`config.mk`:
```
export PLATFORM = sky130hd
export DESIGN_NAME = rob_commit
export DESIGN_NICKNAME = d
export VERILOG_FILES = /design/src/rtl/rob_pkg.sv /design/src/rtl/register.sv /design/src/rtl/rob_commit.sv
export SDC_FILE = /design/constraint.sdc
export NUM_CORES = 1
export LEC_CHECK = 0
export ABC_AREA = 1
export CAP_MARGIN = 20
export CORE_MARGIN = 5
export CORE_UTILIZATION = 25
export DETAILED_ROUTE_END_ITERATION = 16
export GPL_TIMING_DRIVEN = 0
export PLACE_DENSITY = 0.41
export SLEW_MARGIN = 0
export SYNTH_ARGS = -nofsm -noshare
export SYNTH_HDL_FRONTEND = slang
export SYNTH_SLANG_ARGS = --single-unit
```
`constraint.sdc`:
```
create_clock -name clk -period 4 [get_ports clk]
set_input_delay 1.2 -clock clk [delete_from_list [all_inputs] [get_ports clk]]
set_output_delay 1.2 -clock clk [all_outputs]
set_load 0.02 [all_outputs]
```
`src/rtl/rob_pkg.sv`:
```
// Shared widths, branch/exception status encodings and entry layouts for the
// reorder buffer and its commit path.
package rob_pkg;

    localparam int ENTRIES  = 8;
    localparam int IDX_W    = 3;
    localparam int DATA_W   = 16;
    localparam int RADDR_W  = 3;
    localparam int CNT_W    = IDX_W + 1;

    localparam logic [1:0] BP_NORMAL  = 2'b00;
    localparam logic [1:0] BP_MISPRED = 2'b01;
    localparam logic [1:0] BP_EXC     = 2'b10;

    // Payload of one ROB slot; valid/done live in separate vectors so they can be reset.
    typedef struct packed {
        logic               we;
        logic [RADDR_W-1:0] dest;
        logic [DATA_W-1:0]  data;
        logic [1:0]         bp;
    } rob_entry_t;

    typedef struct packed {
        logic               commit_valid;
        logic               rf_we;
        logic [RADDR_W-1:0] rf_addr;
        logic [DATA_W-1:0]  rf_data;
        logic               flush;
    } commit_t;

    localparam int COMMIT_W = $bits(commit_t);

    // The reserved encoding 2'b11 behaves as an exception.
    function automatic logic bp_is_exc(input logic [1:0] bp);
        logic is_exc;
        case (bp)
            BP_NORMAL, BP_MISPRED: is_exc = 1'b0;
            BP_EXC:                is_exc = 1'b1;
            default:               is_exc = 1'b1;
        endcase
        return is_exc;
    endfunction

endpackage

```
`src/rtl/register.sv`:
```
// Generic enable register with synchronous active-low clear.
module register #(
    parameter int WIDTH = 1
) (
    input  logic             clk,
    input  logic             reset,
    input  logic             en,
    input  logic [WIDTH-1:0] d,
    output logic [WIDTH-1:0] q
);

    // NOTE: sequential state uses non-blocking assignments so every flop samples pre-edge values.
    always_ff @(posedge clk) begin
        if (!reset) begin
            q <= '0;
        end else if (en) begin
            q <= d;
        end
    end

endmodule

```
`src/rtl/rob_commit.sv`:
```
// 8-entry reorder buffer: allocates at issue, completes at writeback, retires
// in order to the register file and flushes younger work on mispredict/exception.
module rob_commit
    import rob_pkg::*;
(
    input  logic               clk,
    input  logic               reset,
    input  logic               alloc_req,
    input  logic [RADDR_W-1:0] alloc_destReg,
    input  logic               alloc_we,
    output logic               alloc_grant,
    output logic [IDX_W-1:0]   alloc_tail,
    input  logic               wb_valid,
    input  logic [DATA_W-1:0]  wb_result,
    input  logic [RADDR_W-1:0] wb_destReg,
    input  logic               wb_we,
    input  logic [1:0]         wb_bp,
    input  logic [IDX_W-1:0]   wb_tail_rob,
    output logic               commit_valid,
    output logic               rf_we,
    output logic [RADDR_W-1:0] rf_addr,
    output logic [DATA_W-1:0]  rf_data,
    output logic               flush,
    output logic               full,
    output logic               empty
);

    rob_entry_t         ent_q [ENTRIES];
    logic [ENTRIES-1:0] valid_q, valid_d;
    logic [ENTRIES-1:0] done_q, done_d;
    logic [IDX_W-1:0]   head_q, head_d;
    logic [IDX_W-1:0]   tail_q, tail_d;
    logic [CNT_W-1:0]   count_q, count_d;
    logic               head_ready, head_flush, wb_hit;
    commit_t            commit_d, commit_q;

    assign full        = (count_q == CNT_W'(ENTRIES));
    assign empty       = (count_q == '0);
    assign head_ready  = valid_q[head_q] & done_q[head_q];
    assign head_flush  = head_ready & (ent_q[head_q].bp != BP_NORMAL);
    assign alloc_grant = alloc_req & ~full & ~head_flush;
    assign alloc_tail  = tail_q;
    assign wb_hit      = wb_valid & valid_q[wb_tail_rob] & ~done_q[wb_tail_rob] & ~head_flush;

    always_comb begin
        // NOTE: every output of this block gets a default first, so no path can infer a latch.
        valid_d  = valid_q;
        done_d   = done_q;
        head_d   = head_q;
        tail_d   = tail_q;
        commit_d = '0;

        if (wb_hit) begin
            done_d[wb_tail_rob] = 1'b1;
        end

        if (head_ready) begin
            commit_d.commit_valid = 1'b1;
            commit_d.rf_we        = ent_q[head_q].we & ~bp_is_exc(ent_q[head_q].bp);
            commit_d.rf_addr      = ent_q[head_q].dest;
            commit_d.rf_data      = ent_q[head_q].data;
            commit_d.flush        = head_flush;
            valid_d[head_q]       = 1'b0;
            done_d[head_q]        = 1'b0;
            head_d                = head_q + IDX_W'(1);
        end

        if (alloc_grant) begin
            valid_d[tail_q] = 1'b1;
            done_d[tail_q]  = 1'b0;
            tail_d          = tail_q + IDX_W'(1);
        end

        count_d = count_q + CNT_W'(alloc_grant) - CNT_W'(head_ready);

        // A flushing commit discards everything younger and restarts just past itself.
        if (head_flush) begin
            valid_d = '0;
            done_d  = '0;
            head_d  = head_q + IDX_W'(1);
            tail_d  = head_q + IDX_W'(1);
            count_d = '0;
        end
    end

    always_ff @(posedge clk) begin
        if (!reset) begin
            valid_q <= '0;
            done_q  <= '0;
            head_q  <= '0;
            tail_q  <= '0;
            count_q <= '0;
        end else begin
            valid_q <= valid_d;
            done_q  <= done_d;
            head_q  <= head_d;
            tail_q  <= tail_d;
            count_q <= count_d;
        end
    end

    // NOTE: the payload array has no reset; valid/done gate every read of it.
    always_ff @(posedge clk) begin
        if (alloc_grant) begin
            ent_q[tail_q].we   <= alloc_we;
            ent_q[tail_q].dest <= alloc_destReg;
        end
        if (wb_hit) begin
            ent_q[wb_tail_rob] <= '{we: wb_we, dest: wb_destReg, data: wb_result, bp: wb_bp};
        end
    end

    register #(.WIDTH(COMMIT_W)) u_commit_reg (
        .clk   (clk),
        .reset (reset),
        .en    (1'b1),
        .d     (commit_d),
        .q     (commit_q)
    );

    assign commit_valid = commit_q.commit_valid;
    assign rf_we        = commit_q.rf_we;
    assign rf_addr      = commit_q.rf_addr;
    assign rf_data      = commit_q.rf_data;
    assign flush        = commit_q.flush;

endmodule

```
==> impl_metrics.csv <==
group,metric,value,unit
route,first_pass_iters,6,
grt,grt_pass1_wl,44900,um
floorplanning,core_area,39500,um2
floorplanning,io_pins,61,
clock_tree,clk_pin_slew_worst_paths,60,ps
outcome,status,"finished clean",
setup_path,required,4160,ps
place,port_buffers,53,
setup_path,crit_buf_inv,6,
setup_path,arrival,3870,ps
clock_tree,cts_buffers,28,
yosys,synth-seq-cells,227,
setup_path,endpoint_kind,"flip-flop",
route,viasPerCell,4.43,
power,powerDensity,476,nW/um2
place,hpwl,19800,um
clock_tree,post_cts_buffers,0,
job,max-cap-violations,0,
place,place_ws,-322,ps
clock_tree,cts_htree_levels,1,
setup_path,reg2regPathDepth,11,
yosys,postSynthCellCount,992,
clock_tree,cts_hold_buf,0,
place,globalplace.congestion,0.837,
setup_path,critPathMostFrequentCell,"nand2_1",
clock_tree,cts_resized,1,
yosys,synthArstFlopShare,0,
route,antenna_left,0,
yosys,synth_cell_types,35,
route,drt-total-wl,29700,um
timing,setup_viol,0,
finish,antenna_cells,0,
grt,grt.overflow.total,0,
clock_tree,clock-sinks,227,
setup_path,worst_r2r_endpoint,"ent_q[2][13]",
worst_hold_path,hold_path_class,"flip-flop to flip-flop",
finish,nets,1118,
yosys,synth-seq-area-share,0.634,
finish,seq_area,6310,um2
yosys,syn_area,9940,um2
yosys,synth_enable_flop_cells,176,
finish,fill_cells,4113,
finish,multiInputGateArea,3120,um2
setup_path,cp_top_family,"buffers and inverters",
route,first_iter_violations,542,
timing,period_share,0.928,
timing,rsz0062_at_grt,"false",
power,power,5.79,mW
timing,slew_headroom,0.257,
yosys,synth.net_count,1034,
timing,hold_viol_final,0,
power,p_leak,4.63,nW
clock_tree,root_buffer,"clkbuf_16",
clock_tree,tritoncts,"done",
route,drc,0,
worst_hold_path,min_to,"valid_q[5]",
setup_path,path_cells,"clkdlybuf4s50_1, inv_1, buf_2, nand2_1, nand2_1, nand2_1, nand2_1, nand2_1, nand2_1, inv_1, nor2_4, buf_6, nand3_4, inv_1",
route,wl_per_cell,18.3,um
yosys,postSynthAreaPerCell,10.0,um2
timing,fin_ws,289,ps
setup_path,crit_fanout,18,
grt,grt_pass1_vias,7206,
timing,drv_slew,0,
route,vias,7195,
power,vdd_drop_max,322,uV
floorplanning,start_util,0.251,
grt,antenna_found_initial,1,
setup_path,critPathLaunchType,"input port",
setup_path,ff2ff_setup_slack,1060,ps
floorplanning,die_h,209,um
timing,worst_pin_slew,1110,ps
timing,skew,19.1,ps
clock_tree,worstSkewPairLatency,560,ps
setup_path,cp_slowest_stage_delay,850,ps
worst_hold_path,hold_path_depth,2,
yosys,ys.flop_type,"edfxtp_1",
clock_tree,cts_buffer_depth,3,
setup_path,cpMaxStageDelayCell,"inv_1",
finish,drive_gt1_frac,0.0984,
floorplanning,fp-row-count,73,
setup_path,path_class,"input port to flip-flop",
worst_hold_path,hold_path_startpoint,"valid_q[5]",
floorplanning,dieArea,43900,um2
timing,fin_crit,3710,ps
yosys,yosys_warnings,0,
finish,final_util,0.308,
floorplanning,fp.dieW,209,um
grt,groute.usage.overall,0.133,
grt,grt_max_degree,19,
finish,areaGrowthSynthToFinish,22.5,%
timing,fmax,269,MHz
## layer usage
layer	wire (um)	part of all wire	vias to the layer above	track usage
li1	-	-	3566	-
met1	13700	0.46	3441	0.179
met2	14300	0.48	146	0.226
met3	1070	0.036	40	0.0235
met4	614	0.021	2	0.0306
met5	13	0.00044	-	0
## synthesized netlist by cell type, types with 2 or more instances
library cell,number,share of area
or2_2,5,0.0031
inv_2,7,0.0026
nand3_2,6,0.0060
nor2_1,131,0.049
nand2_2,3,0.0019
ha_1,8,0.010
inv_1,55,0.021
nand3_1,40,0.020
dfxtp_1,51,0.10
o21ai_0,96,0.048
clkbuf_1,32,0.012
edfxtp_1,176,0.53
o22ai_1,40,0.025
nand3b_4,2,0.0040
xor2_1,3,0.0026
nand3b_2,4,0.0045
buf_2,14,0.0070
a21oi_1,29,0.015
nor3_1,5,0.0025
nor2_2,6,0.0038
nand3_4,4,0.0070
buf_4,3,0.0023
nand4_1,5,0.0031
nand2_1,231,0.087
o21ai_1,24,0.012
buf_6,3,0.0034
## where the power goes
group / total (mW) / switching [mW] / internal [mW]
Combinational: 0.387 / 0.240 / 0.147
Sequential: 2.62 / 0.0291 / 2.59
Clock: 2.79 / 1.03 / 1.76
Total: 5.79 / 1.30 / 4.50
## how the worst max path moves through the flow
stage / start / end / slack (ps) / depth (start not counted)
finish: wb_tail_rob[0] / ent_q[2][13] / 290 / 14
global route: wb_tail_rob[0] / ent_q[2][13] / 90 / 14
CTS: head_q[0] / alloc_grant / 90 / 12
detailed placement: wb_tail_rob[0] / ent_q[2][3] / -320 / 14
global placement: wb_tail_rob[0] / ent_q[3][3] / -400 / 14
floorplan: wb_tail_rob[2] / ent_q[1][0] / 910 / 10
## final cells by class
class	count	share of cell area
Multi-Input combinational cell	648	0.256
Clock buffer	39	0.0642
Timing Repair Buffer	54	0.0454
Clock inverter	13	0.0202
Tap cell	525	0.0539
Inverter	63	0.0194
Sequential cell	227	0.518
Buffer	54	0.0231
## state kept, by name (all words and copies together), names as in the netlist, named ones only
register        cells
head_q              3
u_commit_reg.q     22
done_q              8
alloc_tail          3
ent_q             176
count_q             4
valid_q             8
## worst min-delay path, delay by kind of cell (launching register included)
family / cells / cell delay, ps
AND/OR/NAND/NOR: 2 / 100
flip-flops: 1 / 320
## stage by stage
stage / setup TNS, ps / cells / cell area, um2 / hold WS (ps)
finish: 0 / 1623 / 12200 / 470
global route: 0 / 1623 / 12200 / 515
CTS: 0 / 1623 / 12200 / 473
detailed placement: -28580 / 1571 / 11200 / 464
global placement: -37230 / 1570 / 11100 / 462
floorplan: 0 / 992 / 9940 / 443
## cells by family after synthesis
family                   count (synthesis)  share of synthesized area
AO/OA/AOI/OAI                          190                      0.101
buffers and inverters                  117                     0.0521
adder cells (fa/ha/maj)                  9                     0.0121
AND/OR/NAND/NOR                        446                      0.198
XOR/XNOR                                 3                    0.00264
flip-flops                             227                      0.634
## cells in the final DEF, fill, tap and decap left out, types with 7 or more instances in the layout
| cell | instances |
|---|---|
| a21oi_1 | 29 |
| buf_2 | 14 |
| clkbuf_1 | 39 |
| clkbuf_16 | 28 |
| clkdlybuf4s50_1 | 52 |
| dfxtp_1 | 51 |
| edfxtp_1 | 176 |
| ha_1 | 8 |
| inv_1 | 55 |
| inv_2 | 7 |
| nand2_1 | 231 |
| nand3_1 | 40 |
| nor2_1 | 131 |
| o21ai_0 | 96 |
| o21ai_1 | 24 |
| o22ai_1 | 40 |
Note: power is estimated with default switching activity, not from simulation.
